`src/rtl/td4_datapath.sv`:
```
// ---------------------------------------------------------------------------
// td4_datapath
//   Register/execute stage of the TD4 CPU. Sits directly after the
//   instruction decoder and holds A, B, OUT, PC and the carry flag. Each
//   enabled cycle retires one instruction: the selected operand is added to
//   the immediate, and the result is written to every register whose
//   active-low load bit is clear. PC steps by one when it is not loaded.
//
// Ports
//   clk      in   system clock, all state on rising edge
//   rst      in   synchronous reset, active-high, priority over en
//   en       in   step enable; state holds when low
//   select   in   operand select: 00=A, 01=B, 10=in_port, 11=zero
//   load     in   active-low load enables: [0]=A [1]=B [2]=OUT [3]=PC
//   imm      in   instruction immediate
//   in_port  in   external input port
//   pc       out  program counter (ROM address)
//   out_port out  OUT register
//   carry    out  carry flag, fed back to the decoder
//   reg_a    out  A register
//   reg_b    out  B register
//   halted   out  (TD4_HALT_DETECT_EN only) sticky jump-to-self detect
//
// Optional feature macro: TD4_HALT_DETECT_EN
//   When defined, a jump whose target equals the current PC sets halted,
//   and all later state updates are frozen until rst.
// ---------------------------------------------------------------------------
module td4_datapath #(
  parameter int WIDTH = 4
) (
  input  logic             clk,
  input  logic             rst,
  input  logic             en,
  input  logic [1:0]       select,
  input  logic [3:0]       load,
  input  logic [WIDTH-1:0] imm,
  input  logic [WIDTH-1:0] in_port,
  output logic [WIDTH-1:0] pc,
  output logic [WIDTH-1:0] out_port,
  output logic             carry,
  output logic [WIDTH-1:0] reg_a,
  output logic [WIDTH-1:0] reg_b
`ifdef TD4_HALT_DETECT_EN
  ,
  output logic             halted
`endif
);

  // Unsigned add with the carry-out kept as the extra top bit.
  function automatic logic [WIDTH:0] add_op(input logic [WIDTH-1:0] x,
                                            input logic [WIDTH-1:0] y);
    return {1'b0, x} + {1'b0, y};
  endfunction

  logic [WIDTH-1:0] op;
  logic [WIDTH-1:0] sum;
  logic             cout;
  logic             nop;
  logic             step;

  always_comb begin
    op = '0;
    case (select)
      2'b00:   op = reg_a;
      2'b01:   op = reg_b;
      2'b10:   op = in_port;
      default: op = '0;
    endcase
  end

  assign {cout, sum} = add_op(op, imm);

  // All load bits high is the not-taken JNC: select may be X, so the
  // carry is forced to 0 rather than taken from the adder.
  assign nop = &load;

`ifdef TD4_HALT_DETECT_EN
  assign step = en & ~halted;
`else
  assign step = en;
`endif

  always_ff @(posedge clk) begin
    if (rst) begin
      reg_a    <= '0;
      reg_b    <= '0;
      out_port <= '0;
      pc       <= '0;
      carry    <= 1'b0;
`ifdef TD4_HALT_DETECT_EN
      halted   <= 1'b0;
`endif
    end else if (step) begin
      if (!load[0]) reg_a    <= sum;
      if (!load[1]) reg_b    <= sum;
      if (!load[2]) out_port <= sum;
      pc    <= load[3] ? pc + 1'b1 : sum;
      carry <= nop ? 1'b0 : cout;
`ifdef TD4_HALT_DETECT_EN
      // The halting cycle itself still commits its writes above.
      if (!load[3] && (sum == pc)) halted <= 1'b1;
`endif
    end
  end

endmodule

```
`config.mk`:
```
export PLATFORM = sky130hd
export DESIGN_NAME = td4_datapath
export DESIGN_NICKNAME = d
export VERILOG_FILES = /design/src/rtl/td4_datapath.sv
export SDC_FILE = /design/constraint.sdc
export NUM_CORES = 1
export LEC_CHECK = 0
export ABC_CLOCK_PERIOD_IN_PS = 2400
export BUFFER_PORTS_ARGS = -buffer_cell sky130_fd_sc_hd__buf_4
export CAP_MARGIN = 5
export CORE_UTILIZATION = 23
export DETAILED_ROUTE_END_ITERATION = 12
export PLACE_DENSITY = 0.39
export REMOVE_ABC_BUFFERS = 1
export SYNTH_ARGS = -nofsm -noshare
export SYNTH_HDL_FRONTEND = slang
export SYNTH_SLANG_ARGS = --single-unit
```
`constraint.sdc`:
```
create_clock -name clk -period 2.4 [get_ports clk]
set_input_delay 0.24 -clock clk [delete_from_list [all_inputs] [get_ports clk]]
set_output_delay 0.24 -clock clk [all_outputs]
set_load 0.02 [all_outputs]
```
* After elaboration in Yosys (flattened, before gate mapping)
Index checks and enable logic that the tools add are counted.
** Word-level totals
- Flip-flop bits (word level) :: 17
- Latch bits :: 0
- RAM bits :: 0
- Memory bits (read-only) :: 0
- Bits of input ports :: 17
- Output and inout port bits :: 17
- Logic and storage cells :: 20
- Memories kept :: 0
** Operators by class
- Add/sub/neg operators :: 2
- $mul :: 0
- Div/mod/pow operators :: 0
- Magnitude comparators :: 0
- Equal/unequal tests :: 2
- Shifts and indexed selects :: 0
- Muxes and demuxes :: 3
- Bitwise operators :: 3
- Reduce and logical (&&, ||, !) cells :: 5
** Operators by type and width (number)
- $pmux W4 S3 :: 1
- $reduce_and A2 Y1 :: 3
- $add A4 B4 Y5 :: 1
- $add A4 B1 Y4 const B :: 1
- $mux W4 :: 1
- $reduce_and A4 Y1 :: 1
- $not A1 Y1 :: 3
- $eq A2 B1 Y1 const B :: 1
- $eq A2 B2 Y1 const B :: 1
- $logic_not A2 Y1 :: 1
- $mux W1 :: 1

* Logic depth before layout (Yosys ltp)
Gate-level depths: netlist of the first run.
- Depth after elaboration :: 4
- Depth in mapped cells :: 11
- Gate-level depth less buffers :: 10

* Least setup slack after synthesis of the first run
No wires, ideal clock.
- Path type :: input -> register
- Start point :: input select[0]
- End point :: register pc[3]
- Setup time :: 0.132 ns
- Arrival :: 1.914 ns
- Setup slack :: 0.354 ns
- Cell stages on the path :: 10
- Cells stage by stage :: clkbuf_1 > mux2i_1 > nor2_1 > a21oi_1 > inv_1 > ha_1 > and3_1 > or3_4 > nand3_1 > a21oi_1
** On the way
- Longest elaborated chain between the ends :: 4
- Elaborated cells on any way between the ends :: 6
** Ends and longest elaborated chain
- start, declared :: RTL line 34 : input logic [1:0] select,
- $eq A2 B2 Y1 (tied with other cells) :: RTL line 63 : case (select)
- $pmux W4 S3 (*) :: RTL line 63
- $add A4 B4 Y5 (*) :: RTL line 52 : return {1'b0, x} + {1'b0, y};
- $mux W4 (*) :: RTL line 97 : pc <= load[3] ? pc + 1'b1 : sum;
- end signal, assigned :: RTL line 97
- end, declared :: RTL line 38 : output logic [WIDTH-1:0] pc,
Mark *: on every way between the ends. The rest lies on a longest branch, timed or not.
A chain may end at the register's enable or synchronous reset.

* Final worst setup path of the first run
- Start point :: register reg_b[0]
- End point :: register pc[2]
** On the way
- Longest elaborated chain between the ends :: 3
** Ends and longest elaborated chain
- start, declared :: RTL line 42 : output logic [WIDTH-1:0] reg_b
- start signal, assigned :: RTL line 95 : if (!load[1]) reg_b <= sum;
- $pmux W4 S3 :: RTL line 63
- $add A4 B4 Y5 :: RTL line 52
- $mux W4 :: RTL line 97
No other way between the ends.

==> results of run 1 <==
placed cells by master, fill, tap and decap left out, drive strengths merged, types with 2 or more instances in the layout:
cell,instances
a211oi,3
a21oi,6
buf,33
clkbuf,3
dfxtp,17
ha,5
inv,5
mux2i,11
nand2,6
nand3,5
nor2,17
nor2b,2
o21ai,9
cells by family after synthesis:
group                      count (synthesis)  share of synthesized area, %
DFF                                       17                          35.7
adders and majority gates                  6                          8.66
and+or+nand+nor                           36                          22.7
xor gates and xnor gates                   1                         0.919
AOI/OAI and AO/OA                         25                          16.1
buffers and inverters                      9                          4.33
muxes                                     11                          11.5
power by group through the flow:
| stage | Combinational [uW] | Clock (uW) | Sequential, uW |
|---|---|---|---|
| finish | 202 | 218 | 321 |
| global route | 223 | 247 | 325 |
| CTS | 206 | 227 | 321 |
| detailed placement | 205 | 0 | 328 |
| global placement | 206 | 0 | 327 |
| floorplan | 90.5 | 0 | 349 |
per-layer routing:
| metal | track usage, % | vias up | wire length, um |
|---|---|---|---|
| li1 | - | 435 | - |
| met1 | 17.2 | 393 | 1220 |
| met2 | 20.3 | 18 | 1160 |
| met3 | 2.24 | 2 | 91 |
| met4 | 3.99 | 0 | 19 |
| met5 | 0 | - | 0 |
area by class of cell:
class | count | share of cell area (%)
clock buffers | 3 | 3.21
clock inverters | 1 | 0.389
inverters | 5 | 1.46
multi-input cells | 79 | 44.4
flip-flops and latches | 17 | 26.4
well taps | 50 | 4.86
repair buffers | 33 | 19.2
stage by stage:
stage	hold slack, ns	cells	total power, uW
final	0.298	188	742
after detailed placement	0.460	184	533
after global routing	0.304	188	795
after global placement	0.461	184	534
after floorplan	0.309	101	439
after CTS	0.301	188	755
worst max-delay path, delay by kind of cell (launching register included):
| kind | cells | cell delay, ns |
|---|---|---|
| xor+xnor | 1 | 0.44 |
| mux | 1 | 0.09 |
| flops | 1 | 0.37 |
| simple gates | 1 | 0.08 |
| fa+ha+maj | 2 | 0.59 |
| compound gates | 3 | 0.43 |
| buf+inv | 1 | 0.05 |
worst paths after layout:
check | from | to | slack [ns] | cells after the start
min | en | pc[1] | 0.30 | 3
min reg2reg | carry | carry | 0.46 | 2
max | reg_b[0] | pc[2] | 0.28 | 9
max reg2reg | reg_b[0] | pc[2] | 0.28 | 9
Yosys cell counts, drive strengths merged:
cell and instances:
nor3 1, a21o 1, a21oi 6, or3 1, buf 2, a22oi 1
a311oi 1, o21a 1, nand4 1, inv 5, nor2 17, nor4 1
nand2 6, a221oi 1, mux2i 11, nor2b 2, o211ai 1, and3 1
nand3 5, ha 5, xnor2 1, o21ai 9, a211oi 3, o2bb2ai 1
and2b 1, dfxtp 17, fa 1, clkbuf 2
registers in the layout, summed over array words and instances, names as in the netlist:
register and flops:
carry 1, out_port 4, pc 4, reg_a 4, reg_b 4
==> reports/qor.yml, run 1 <==
clock_tree:
  postCtsHoldBufs: 0
  cts_tree: "yes"
  cts-resized-gates: 0
  clock-sinks: 17
  clk_pin_slew_ns: 0.07
  clk_latency_ns: 0.25
  clock_path_buffers: 2
  htreeDepth: 1
  numCtsBuffers: 3
  cts_root_buf: "clkbuf_8"
  post_cts_buffers: 0
layout:
  multi_input_area_um2: 572
  drive_gt1_share_pct: 31.2
  regArea_um2: 340
  num_antenna_cells: 0
  fin_util_pct: 32.2
  finish.instance_area_um2: 1290
  nFillCells: 433
  syn2layout_area_growth_pct: 35.0
  final_nets: 162
sta:
  timing.final.crit_share_pct: 88.4
  setup_tns_ns: 0
  finalHoldViolCount: 0
  worst_slack_ns: 0.279
  max_freq_mhz: 471
  min_period_ns: 2.12
  rsz0062_at_grt: "no"
  report.final.slew_viol_count: 0
  setup_violations: 0
  relSlewSlack_pct: 65.8
  skew_ns: 0.00441
  tightest_slew_ns: 0.509
global_route:
  grtUsageTotal_pct: 12.7
  grt_max_degree: 18
  grt_pass1_vias: 879
  antenna_found_initial: 0
  grt_overflow_total: 0
  grt_pass1_wl_um: 4210
synthesis:
  synth_cell_types: 32
  syn_inst: 105
  synth_area_leader_cell: "dfxtp_1"
  yosysWarnings: 0
  ys_top_cells_by_area: "dfxtp_1 (36%), mux2i_1 (12%), ha_1 (6.6%)"
  ys_seq_area_share_pct: 35.7
  yosysTopAreaCellShare_pct: 35.7
  syn-cell-area_um2: 953
  avgSynthCellArea_um2: 9.08
  synth-seq-cells: 17
die:
  core_area_um2: 4000
  initial_core_util_pct: 23.8
  dieArea_um2: 4410
  die_w_um: 66.4
  dieHeight_um: 66.4
  boundaryPins: 34
  num_rows: 23
job:
  cap_violations: 0
worst_setup_path:
  critPathLaunchType: "register"
  crit_slowest_cell: "xnor2_1"
  crit_chain: "mux2i_1 > o21ai_0 > ha_1 > inv_1 > fa_1 > xnor2_1 > o2bb2ai_1 > a22oi_1 > nor2_1"
  end_kind: "register"
  path_class: "register to register"
  path_max_fanout: 4
  required_ns: 2.60
  arrival_ns: 2.32
  cpPeakStageDelay_ns: 0.44
run_status:
  outcome: "complete, no violations"
route:
  vias: 848
  viasPerCell: 4.51
  ant_nets: 0
  wl_um: 2490
  routedWlPerCell_um: 13.2
  drt_pass1_iterations: 4
  first_iter_violations: 27
  drc_errors: 0
place:
  dp_hpwl_um: 1970
  globalplace.congestion: 0.712
  placed_area_um2: 1240
  numPortBuffers: 33
  dp_slack_ns: 0.110
pwr:
  p_seq_share_pct: 43.3
  pwr-share-comb_pct: 27.3
  p_clk_share_pct: 29.4
  irDropWorstVdd_mv: 0.179
  leakage_uw: 0.000590
  swShare_pct: 31.1
  p_sw_uw: 231
  p_int_uw: 511
  power_density_nw_per_um2: 576
min_path:
  hp-class: "primary input to register"
No activity file was read; power rests on OpenSTA's default activity.
==> run 2, diff against run 1 <==
--- a/config.mk
+++ b/config.mk
@@ -5,6 +5,7 @@
 export SDC_FILE = /design/constraint.sdc
 export NUM_CORES = 1
 export LEC_CHECK = 0
+export ABC_AREA = 1
 export ABC_CLOCK_PERIOD_IN_PS = 2400
 export BUFFER_PORTS_ARGS = -buffer_cell sky130_fd_sc_hd__buf_4
 export CAP_MARGIN = 5
==> reports/qor.yml, run 2 <==
run_status:
  outcome: "complete, no violations"
sta:
  timing.final.crit_share_pct: 76.2
  tightest_slew_ns: 0.443
  report.final.slew_viol_count: 0
  setup_tns_ns: 0
  min_period_ns: 1.83
  relSlewSlack_pct: 70.5
  max_freq_mhz: 547
  setup_violations: 0
  rsz0062_at_grt: "no"
  finalHoldViolCount: 0
  skew_ns: 0.00321
layout:
  num_antenna_cells: 0
  final_cell_mix: "buf_4 (33), nand2_1 (18), dfxtp_1 (17)"
  syn2layout_area_growth_pct: 37.5
  nFillCells: 428
  drive_gt1_share_pct: 28.6
  final_common_cell: "buf_4"
  fin_util_pct: 33.7
  final_nets: 178
die:
  dieArea_um2: 4250
  num_rows: 22
  die_w_um: 65.2
  initial_core_util_pct: 24.5
  core_area_um2: 3740
  boundaryPins: 34
  dieHeight_um: 65.2
synthesis:
  ys_seq_area_share_pct: 37.1
  syn_inst: 119
  synth_cell_types: 20
  avgSynthCellArea_um2: 7.72
  synth_edf_count: 0
  async_flop_share_pct: 0
  yosysTopAreaCellShare_pct: 37.1
  synth_flop_cell: "dfxtp_1"
  synth_common_cells: "nand2_1 (18), dfxtp_1 (17), nand3_1 (16), inv_1 (15), a21oi_1 (13)"
  syn-cell-area_um2: 918
  yosysWarnings: 0
  synth_area_leader_cell: "dfxtp_1"
  synth_most_common_cell: "nand2_1"
  ys_top_cells_by_area: "dfxtp_1 (37%), nand3_1 (8.7%), nand2_1 (7.4%)"
  synth-seq-cells: 17
clock_tree:
  htreeDepth: 1
  cts_tree: "yes"
  clk_latency_ns: 0.25
  cts-resized-gates: 0
  numCtsBuffers: 3
  post_cts_buffers: 0
  postCtsHoldBufs: 0
  clk_pin_slew_ns: 0.07
  clock_path_buffers: 2
  clock-sinks: 17
  cts_root_buf: "clkbuf_8"
global_route:
  grt_pass1_vias: 889
  grt_overflow_total: 0
  grt_pass1_wl_um: 4380
  grtUsageTotal_pct: 13.7
  antenna_found_initial: 0
  grt_max_degree: 16
min_path:
  hold_depth: 2
  hp-class: "primary input to register"
  whs_endpoint: "pc[2]"
  hp-start: "rst"
route:
  routedWlPerCell_um: 13.1
  ant_nets: 0
  vias: 934
  drt_pass1_iterations: 4
  wl_um: 2640
  viasPerCell: 4.62
  drc_errors: 0
  first_iter_violations: 58
worst_setup_path:
  arrival_ns: 1.98
  critPathLaunchType: "register"
  cp_num_buf_inv: 1
  required_ns: 2.55
  path_class: "register to register"
  crit_slowest_cell: "fa_1"
  r2r_end: "pc[2]"
  cpPeakStageDelay_ns: 0.39
  end_kind: "register"
  path_max_fanout: 4
  r2r-start: "reg_b[0]"
  ff2ff_path_depth: 9
  crit_family: "adder cells"
  crit_chain: "nand2_1 > nand3_1 > ha_1 > inv_1 > fa_1 > xor2_1 > nand2_1 > o211ai_2 > a21oi_2"
  cp_common_cell: "nand2_1"
  ff2ff_setup_slack_ns: 0.57
place:
  globalplace.congestion: 0.798
  numPortBuffers: 33
  dp_hpwl_um: 2010
pwr:
  leakage_uw: 0.000612
  p_clk_share_pct: 30.1
  swShare_pct: 32.6
  p_seq_share_pct: 43.3
  power_density_nw_per_um2: 592
  p_int_uw: 504
  irDropWorstVdd_mv: 0.384
  p_sw_uw: 244
  pwr-share-comb_pct: 26.6
job:
  cap_violations: 0
[run 2: stage by stage]
step	total power (uW)	worst slack, ns	instance area (um^2)	cells	hold WS (ns)
2_1_floorplan	438	0.661	906	117	0.302
3_3_place_gp	531	0.397	1210	198	0.420
3_5_place_dp	530	0.336	1210	198	0.418
4_1_cts	763	0.553	1260	202	0.141
5_1_grt	799	0.365	1260	202	0.138
6_report	748	0.571	1260	202	0.150
[run 2: worst max path at each step]
stage / from / slack, ns / to / depth (start not counted)
floorplan: select[0] / 0.66 / pc[2] / 11
global placement: select[1] / 0.40 / pc[2] / 11
detailed placement: select[0] / 0.34 / pc[2] / 12
CTS: reg_b[0] / 0.55 / pc[2] / 9
global route: reg_b[0] / 0.37 / pc[2] / 9
finish: reg_b[0] / 0.57 / pc[2] / 9
[run 2: cell type report]
| type | count | area (um^2) | area share (%) |
|---|---|---|---|
| Tap cell | 48 | 60.1 | 4.76 |
| Clock buffer | 3 | 41.3 | 3.27 |
| Multi-Input combinational cell | 84 | 505 | 40.0 |
| Inverter | 16 | 60.1 | 4.76 |
| Sequential cell | 17 | 340 | 27.0 |
| Clock inverter | 1 | 7.51 | 0.595 |
| Timing Repair Buffer | 33 | 248 | 19.6 |
[run 2: cell families (layout without fill, tap and decap cells)]
| kind of cell | after synthesis | in the layout | synth area share [%] |
|---|---|---|---|
| AND/OR/NAND/NOR | 41 | 41 | 21.7 |
| buffers and inverters | 18 | 53 | 7.90 |
| XOR/XNOR | 2 | 2 | 1.91 |
| adder cells (fa/ha/maj) | 6 | 6 | 8.99 |
| AO/OA/AOI/OAI | 35 | 35 | 22.5 |
| flip-flops | 17 | 17 | 37.1 |
[run 2: power by group through the flow]
stage                     clock (uW)  sequential (uW)  combinational, uW
after floorplan                    0              352               86.7
after global placement             0              331                200
after detailed placement           0              331                199
after CTS                        239              324                200
after global routing             250              328                221
final                            225              324                199
[run 2: per-layer routing]
layer  up-vias  routed length (um)  track usage [%]
li1        483                   -                -
met1       429                1260             19.0
met2        22                1280             20.6
met3         0                 100             3.47
met4         0                   0             4.08
met5         -                   0                0
